`src/rtl/if_id_fuse_buffer.sv`:
```
// IF/ID pipeline register with a one-deep lookahead slot that fuses LUI+ADDI
// pairs targeting the same register. Fusion is built only when IF_FUSE_EN is defined.
module if_id_fuse_buffer #(
  parameter int          CNT_W     = 16,
  parameter logic [31:0] NOP_INSTR = 32'h00000013
) (
  input  logic             clk,
  input  logic             rst,
  input  logic [31:0]      pc_in,
  input  logic [31:0]      imem_instr,
  input  logic             imem_valid,
  input  logic             stall,
  input  logic             flush,
  output logic [31:0]      id_instr,
  output logic [31:0]      id_pc,
  output logic             id_valid,
  output logic             id_fused,
  output logic [11:0]      id_fuse_imm,
  output logic             fuse_skip,
  output logic [CNT_W-1:0] fuse_count
);

  localparam logic [6:0] OP_LUI = 7'b0110111;
  localparam logic [6:0] OP_IMM = 7'b0010011;

  // Valid semantics: there is no ready. A word is accepted whenever
  // imem_valid=1 on a clk edge with stall=0 and flush=0; id_valid marks a
  // word that decode must consume on that edge unless stall is high.
  logic             slot_valid, slot_valid_n;
  logic [31:0]      slot_instr, slot_instr_n;
  logic [31:0]      slot_pc, slot_pc_n;
  logic [31:0]      id_instr_n, id_pc_n;
  logic             id_valid_n, id_fused_n, fuse_skip_n;
  logic [11:0]      id_fuse_imm_n;
  logic [CNT_W-1:0] fuse_count_n;
  logic             fusible;

`ifdef IF_FUSE_EN
  logic [4:0] slot_rd;
  assign slot_rd = slot_instr[11:7];
  assign fusible = slot_valid
                && (slot_instr[6:0] == OP_LUI) && (slot_rd != 5'd0)
                && imem_valid
                && (imem_instr[6:0] == OP_IMM) && (imem_instr[14:12] == 3'b000)
                && (imem_instr[11:7] == slot_rd) && (imem_instr[19:15] == slot_rd);
`else
  assign fusible = 1'b0;
`endif

  always_comb begin
    slot_valid_n  = slot_valid;
    slot_instr_n  = slot_instr;
    slot_pc_n     = slot_pc;
    id_instr_n    = id_instr;
    id_pc_n       = id_pc;
    id_valid_n    = id_valid;
    id_fused_n    = id_fused;
    id_fuse_imm_n = id_fuse_imm;
    fuse_skip_n   = 1'b0;
    fuse_count_n  = fuse_count;
    if (flush) begin
      slot_valid_n  = 1'b0;
      id_valid_n    = 1'b0;
      id_instr_n    = NOP_INSTR;
      id_fused_n    = 1'b0;
      id_fuse_imm_n = 12'd0;
    end else if (stall) begin
      // hold everything; fuse_skip already defaults low
    end else if (fusible) begin
      slot_valid_n  = 1'b0;
      id_valid_n    = 1'b1;
      id_instr_n    = slot_instr;
      id_pc_n       = slot_pc;
      id_fused_n    = 1'b1;
      id_fuse_imm_n = imem_instr[31:20];
      fuse_skip_n   = 1'b1;
      if (fuse_count != {CNT_W{1'b1}}) fuse_count_n = fuse_count + CNT_W'(1);
    end else begin
      if (slot_valid) begin
        id_valid_n = 1'b1;
        id_instr_n = slot_instr;
        id_pc_n    = slot_pc;
      end else begin
        id_valid_n = 1'b0;
        id_instr_n = NOP_INSTR;
      end
      id_fused_n    = 1'b0;
      id_fuse_imm_n = 12'd0;
      slot_valid_n  = imem_valid;
      if (imem_valid) begin
        slot_instr_n = imem_instr;
        slot_pc_n    = pc_in;
      end
    end
  end

  always_ff @(posedge clk or negedge rst) begin
    if (!rst) begin
      slot_valid  <= 1'b0;
      slot_instr  <= 32'd0;
      slot_pc     <= 32'd0;
      id_instr    <= NOP_INSTR;
      id_pc       <= 32'd0;
      id_valid    <= 1'b0;
      id_fused    <= 1'b0;
      id_fuse_imm <= 12'd0;
      fuse_skip   <= 1'b0;
      fuse_count  <= '0;
    end else begin
      slot_valid  <= slot_valid_n;
      slot_instr  <= slot_instr_n;
      slot_pc     <= slot_pc_n;
      id_instr    <= id_instr_n;
      id_pc       <= id_pc_n;
      id_valid    <= id_valid_n;
      id_fused    <= id_fused_n;
      id_fuse_imm <= id_fuse_imm_n;
      fuse_skip   <= fuse_skip_n;
      fuse_count  <= fuse_count_n;
    end
  end

endmodule

```
`config.mk`:
```
export PLATFORM = sky130hd
export DESIGN_NAME = if_id_fuse_buffer
export DESIGN_NICKNAME = d
export VERILOG_FILES = /design/src/rtl/if_id_fuse_buffer.sv
export SDC_FILE = /design/constraint.sdc
export NUM_CORES = 1
export LEC_CHECK = 0
export CAP_MARGIN = 20
export CORE_UTILIZATION = 25
export CTS_BUF_LIST = sky130_fd_sc_hd__clkbuf_4 sky130_fd_sc_hd__clkbuf_8 sky130_fd_sc_hd__clkbuf_16
export DETAILED_ROUTE_END_ITERATION = 12
export PLACE_DENSITY = 0.46
export SLEW_MARGIN = 20
export SYNTH_ARGS = -nofsm -noshare
export SYNTH_HDL_FRONTEND = slang
export SYNTH_SLANG_ARGS = --single-unit
```
`constraint.sdc`:
```
create_clock -name clk -period 3.1 [get_ports clk]
set_input_delay 0.465 -clock clk [delete_from_list [all_inputs] [get_ports clk]]
set_output_delay 0.465 -clock clk [all_outputs]
set_load 0.01 [all_outputs]
```
== Yosys cells after proc, flatten, opt, wreduce, memory -nomap -nowiden ==
Cells that the tools add are included.
Operators by class
  add/subtract/negate cells: 0
  multiply operators: 0
  div/mod/pow operators: 0
  order comparisons: 0
  equality and inequality tests: 1
  shift operators: 0
  muxes and demuxes: 12
  bitwise gates (word level): 2
  reduce and logical (&&, ||, !) cells: 2
Operators with widths (count)
  32-bit 2-to-1 mux: 3
  12-bit 2-to-1 mux: 2
  1-bit 2-to-1 mux: 7
  3-bit AND reduction: 2
  2-bit by 1-bit != test with 1-bit output, second input constant: 1
  1-bit NOT: 2
Word-level totals
  register bits: 143
  latch bits: 0
  bits in writable memories: 0
  ROM bits: 0
  bits of input ports: 69
  memories kept: 0

== Depth between registers and ports, before layout ==
  depth after elaboration: 3
  depth in mapped cells: 5
  depth with buffers taken out: 2

== Worst setup path after synthesis ==
No wires, ideal clock.
  path type: input -> register
  start point: in flush
  end point: reg slot_instr[10]
  library setup time: 0.125 ns
  arrival: 1.412 ns
  slack: 1.563 ns
  cell stages on the path: 5
  cells stage by stage: buf_6 nor3b_2 buf_6 buf_12 mux2_4
Between the ends
  word-level cells in the longest chain between the ends: 2
RTL lines
  from (decl): line 13  | input logic flush,
  1-bit NOT (no source line)
  3-bit AND reduction (no source line)
  to (signal assigned): line 111  | slot_instr <= slot_instr_n;
  to (decl): line 30  | logic [31:0] slot_instr, slot_instr_n;
No other way between the ends.
A chain may end at the register's enable or synchronous reset.

== Worst setup path in the final report ==
  start point: reg id_instr[1]
  end point: out id_instr[1]
RTL lines
  from (decl): line 14  | output logic [31:0] id_instr,
  from (signal assigned): line 113  | id_instr <= id_instr_n;
No word-level cell between the ends.

==> impl_metrics.csv <==
group,metric,value,unit
floorplan,rows,54,
routing,routed_wl,12.6,mm
setup_path,rr_worst_depth,3,
clock_tree,htreeDepth,4,
synthesis,synth_seq_cells,130,
setup_path,path_depth,1,
setup_path,path_buf_inv,1,
routing,viasPerCell,4.12,
setup_path,crit_path_end,"id_instr[1]",
synthesis,async_reset_ff_share,100,%
floorplan,initial_utilization,25.6,%
clock_tree,clock_sinks,130,
clock_tree,cts_tree,"yes",
setup_path,r2r_start,"slot_valid$_DFFE_PN0P_",
routing,ant_nets,0,
synthesis,synth_edf_count,0,
synthesis,postSynthCellCount,384,
placement,port_buffers,133,
floorplan,die_w,152,um
worst_hold_path,min_path_type,"input port to asynchronous set/reset pin",
synthesis,yosys-top-cells-area,"dfrtp_1 57%, mux2_4 16%, mux2_2 6.8%",
setup_path,worstPathArrival,1.55,ns
routing,drt_first_pass_iters,8,
placement,dpl.hpwl,8.05,mm
clock_tree,clock_path_buffers,2,
setup_path,crit_path_start_kind,"flip-flop",
setup_path,crit_path_max_fanout,2,
finish,fillers,2118,
sta,hold_violations,0,
finish,fin_area,7630,sq um
setup_path,critPathKind,"flip-flop to output port",
synthesis,synth_top_area_share,56.5,%
routing,initialDrtViolationCount,104,
grt,grt_pass1_wl,21.2,mm
setup_path,cp_slowest_cell,"clkdlybuf4s50_1",
sta,finalCritPeriodShare,64.9,%
synthesis,syn_area,5620,sq um
finish,n_antenna_cell,0,
sta,timing.fmax,0.497,GHz
setup_path,rr_endpoint,"id_pc[15]$_DFFE_PN0P_",
grt,grt_max_degree,68,
run,maxCapViolCount,0,
synthesis,synth_top_area_cell,"dfrtp_1",
grt,grt_overflow,0,
floorplan,die_height,152,um
grt,grt_pass1_vias,3789,
synthesis,postSynthAreaPerCell,14.6,sq um
placement,place_congestion,0.729,
setup_path,crit_family,"buffers and inverters",
setup_path,worstPathCellList,"clkdlybuf4s50_1",
finish,fin_nets,588,
clock_tree,cts_setup_buffers,0,
finish,final_layout_size_suffix_gt1_share,26.7,%
clock_tree,cts_root_buffer,"clkbuf_16",
sta,finalSetupViolCount,0,
synthesis,ys_seq_area_share,57.9,%
clock_tree,clk_latency,0.42,ns
setup_path,cp.required,2.63,ns
setup_path,reg2reg_slack,1.62,ns
routing,avgRoutedWirePerCell,15.6,um
clock_tree,cts-resized-gates,0,
synthesis,synth_top_cells_by_count,"127 x dfrtp_1, 60 x mux2_4, 34 x mux2_2, 30 x buf_4",
synthesis,ys_warn_count,0,
power_and_ir_drop,ir_drop,0.238,mV
power_and_ir_drop,p_per_area,681,nW/um^2
sta,fin_crit,2.01,ns
routing,drc,29,
finish,area_growth,35.8,%
sta,rsz0062_at_grt,"no",
setup_path,worstSetupEndpointType,"output port",
floorplan,die_area,23100,sq um
synthesis,synth_most_common_cell,"dfrtp_1",
setup_path,cpPeakStageDelay,0.60,ns
sta,slew_viol_final,0,
sta,fin_setup_tns,0,ns
clock_tree,cts_buffers,17,
sta,max_slew_margin,55.8,%
synthesis,ys.flop_type,"dfrtp_1",
floorplan,core_area,22000,sq um
synthesis,synth_cell_types,22,
power_and_ir_drop,power.leakage,0.00324,uW
clock_tree,clk_pin_slew_worst_paths,0.06,ns
clock_tree,hold_buffers,0,
setup_path,crit_start,"id_instr[1]$_DFFE_PN1P_",
routing,num_vias,3344,
sta,tightest_slew,0.663,ns
run_status,violations,"DRC",
sta,fin_skew,0.00729,ns
grt,grt_antenna_before_repair,0,
run_status,status,"finished with violations",
grt,grtUsageTotal,11.9,%
placement,place_area,7060,sq um
floorplan,ioPinCount,164,
cell families (layout without fill, tap and decap cells):
group           after synthesis  after routing  share of synthesized area, %
compound gates               32             32                          2.98
buf+inv                      55            174                          8.19
flops                       130            130                          57.9
mux                          98             98                          23.6
other cells                   1             30                        0.0667
simple gates                 68             68                          7.23
flip-flops by register name, indices dropped and copies added (netlist names):
register	flops
id_instr	32
id_valid	1
slot_pc	32
slot_instr	32
id_pc	32
slot_valid	1
report_power, final:
group	internal [uW]	total, uW	switching (uW)
clock	1170	1940	771
combinational	695	1050	357
sequential	2030	2210	181
total	3890	5200	1310
per-stage QoR:
step | util (%) | instances | setup WS [ns] | total power (uW) | hold WS (ns)
floorplan | - | 413 | 1.56 | 2760 | 0.169
global placement | 32.1 | 780 | 0.739 | 3270 | 0.468
detailed placement | 32.1 | 780 | 0.719 | 3300 | 0.476
CTS | 34.8 | 812 | 1.07 | 5300 | 0.0641
global route | 34.8 | 812 | 1.05 | 5470 | 0.103
finish | 34.8 | 812 | 1.09 | 5200 | 0.0494
cells in the final DEF (no fill, tap or decap), drive strengths merged:
master | netlist | final
clkinvlp | 0 | 3
buf | 49 | 11
a21oi | 29 | 29
inv | 0 | 1
clkdlybuf4s50 | 0 | 131
clkinv | 0 | 6
dfstp | 3 | 3
mux2i | 2 | 2
dfrtp | 127 | 127
nand2 | 29 | 29
bufinv | 0 | 1
o21bai | 3 | 3
conb | 1 | 30
nand3b | 29 | 29
nor2 | 2 | 2
nor2b | 3 | 3
nor3b | 5 | 5
clkbuf | 6 | 21
mux2 | 96 | 96
metal layers:
layer | wire length [um] | vias up | global-route usage (%)
met3 | 966 | 16 | 4.56
li1 | - | 1526 | -
met4 | 203 | 0 | 4.96
met1 | 5700 | 1683 | 14.8
met5 | 0 | - | 0
met2 | 5760 | 119 | 18.4
worst min-delay path by stage:
stage	from	endpoint	cells after the start
after floorplan	rst	id_instr[10]$_DFFE_PN0P_	0
after detailed placement	id_pc[30]$_DFFE_PN0P_	id_pc[30]$_DFFE_PN0P_	1
after global routing	rst	id_instr[31]$_DFFE_PN0P_	1
after CTS	rst	slot_instr[31]$_DFFE_PN0P_	1
final	rst	id_instr[31]$_DFFE_PN0P_	1
after global placement	id_pc[30]$_DFFE_PN0P_	id_pc[30]$_DFFE_PN0P_	1
final cells by class:
class                      count  area [sq um]  share of cell area (%)
sequential                   130          3260                    42.7
clock inverter                11           106                    1.39
timing repair buffer         142          1430                    18.8
multi-input combinational    228          2020                    26.5
clock buffer                  21           468                    6.13
tap                          280           350                    4.59
No activity file was read; power rests on OpenSTA's default activity.
==> RTL change (config.mk and constraints unchanged) <==
The option `IF_FUSE_EN` is turned on by a define.
--- a/src/rtl/if_id_fuse_buffer.sv
+++ b/src/rtl/if_id_fuse_buffer.sv
@@ -1,4 +1,6 @@
 // IF/ID pipeline register with a one-deep lookahead slot that fuses LUI+ADDI
 // pairs targeting the same register. Fusion is built only when IF_FUSE_EN is defined.
+`define IF_FUSE_EN
+
 module if_id_fuse_buffer #(
   parameter int          CNT_W     = 16,
Check against the original RTL: not equivalent (a bounded check fails within 4 cycles, from zero or initial values and one cycle with rst low).
==> RTL change against the original RTL <==
- first-iteration DRC count grew 130%
- combinational power shrank 10%
- wire length grew 40%
- register-to-register slack lost 1.1 ns
- cell area grew 21%
- fmax shrank 24%
- worst setup slack lost 0.64 ns
- synthesized area grew 17%
- power grew 9.8%
- sequential share of layout area grew 0.68 points
- clock power grew 13%
- worst hold slack lost 0.019 ns
- sequential cell count grew 30
- critical endpoint is now slot_pc[31]
- highest routed layer unchanged
==> RTL change: results (changes against the original RTL) <==
Layout
  – Layout cells sized above 1: 18.9% (-7.8 points)
  – Number of fill cells: 2447 (+16%)
  – Multi-input logic area: 0.00242 mm² (+20%)
  – Inverters excl. clock: 2 (+2)
  – # nets final: 740 (+26%)
  – Sequential share of cell area: 43.3% (+0.68 points)
  – Buffering overhead: 19.3% (+0.52 points)
  – Clk tree area frac: 6.63% (-0.89 points)
  – Clkbuf count: 20 (-4.8%)
  – Signal buffers: 178 (+25%)
  – #MultiIn Comb: 311 (+36%)
  – # diodes: 1 (+1)

Routing
  – First drt pass iteration count: 4 (-4)
  – Drt total wl: 17.7 mm (+40%)
  – Detailed-route via count: 4527 (+35%)
  – Detailed Route Iter0 Violations: 240 (+130%)
  – Met2 WL: 8.64 mm (+50%)
  – DR WL met3: 995 µm (+3.0%)
  – DRT met1 WL: 7.90 mm (+39%)

Power and ir drop
  – Logic power comb: 0.942 mW (-10%)
  – Sequential Power: 2.57 mW (+16%)
  – Internal power: 4.23 mW (+8.8%)
  – VDD IR-drop max: 0.287 mV (+21%)
  – Tot Pwr: 5.71 mW (+9.8%)
  – Lkg Pwr: 4.24 nW (+31%)

Floorplan
  – Tapcells: 330 (+18%)

Logic synthesis
  – Post-synthesis mux area share: 14.7% (-8.9 points)
  – Adder-cell share of the synthesized area: 0.191% (+0.19 points)
  – Synth cell types: 41 (+86%)
  – Commonest cells in the netlist: dfrtp_1, nand2_1, mux2_4
  – Seq/Total Area, Yosys: 61.1% (+3.2 points)
  – Async SR Flop Fraction: 100% (unchanged)
  – Post-Synth XOR/XNOR Area: 1.87% (+1.9 points)
  – Post-synthesis compound-gate area fraction: 7.19% (+4.2 points)
  – Largest cells by area after synthesis: dfrtp_1, mux2_4, nand2_1, a22o_1, nand4_1

STA
  – Worst Skew: 0.0130 ns (+0.00568 ns)
  – Measured slew at the worst slew-check pin: 0.659 ns (-0.00415 ns)

Worst setup path
  – Reg2reg start: slot_instr[0]
  – Crit path DAT: 2.96 ns (+1.41 ns)
  – Crit path max fanout: 37 (+35)
  – Worst R2R Setup Slack: 0.57 ns (-1.05 ns)
  – R2R Path End: slot_pc[31]
  – R2r worst-path depth: 6 (+3)

Placement
  – GPL Wtd Cong: 0.783 (+7.3%)
  – Post-DP HPWL: 12.4 mm (+53%)
  – Pre-CTS setup slack: -0.00780 ns (-0.727 ns)
  – Port Buffers: 163 (+23%)

GRT
  – Pin count of the biggest net entering global routing: 69 (+1.5%)
  – Vias in the first global route: 4979 (+31%)
  – Met2 Usage GRT: 22.4% (+4.0 points)
  – Grt met1 use: 17.5% (+2.8 points)
  – First-pass GRT wire length: 28.1 mm (+33%)
  – Met3 Use GR: 4.04% (-0.52 points)
  – Initial antenna violation count: 1 (+1)
  – GR Util All Layers: 13.8% (+1.9 points)

CTS
  – Clock tree sinks: 160 (+23%)
  – Maximum level of the CTS H-tree: 4 (unchanged)

Run status
  – Status: completed
[RTL change: stage by stage]
stage	instances	cell area [µm²]	hold WS, ns	util [%]
global placement	981	8630	0.462	33.9
floorplan	498	6560	0.169	-
global route	1014	9250	0.0621	36.3
finish	1014	9250	0.0308	36.3
CTS	1013	9240	0.0538	36.3
detailed placement	981	8630	0.458	33.9
[RTL change: worst max-delay path by stage]
stage                          endpoint  slack, ns      startpoint  depth (start not counted)
final                       slot_pc[31]       0.45  imem_instr[13]                          7
after global routing        slot_pc[31]       0.36  imem_instr[13]                          7
after CTS                   slot_pc[31]       0.45  imem_instr[13]                          7
after detailed placement    slot_pc[31]     -0.008  imem_instr[13]                          7
after global placement      slot_pc[31]       0.06  imem_instr[13]                          7
after floorplan           slot_instr[0]       0.52   imem_instr[3]                          6
[RTL change: critical path: stages]
cell,delay (ns)
clkdlybuf4s50_1,0.42
or4b_1,0.62
nor3_2,0.28
nand3b_2,0.15
o31ai_4,0.30
buf_12,0.31
mux2_2,0.37
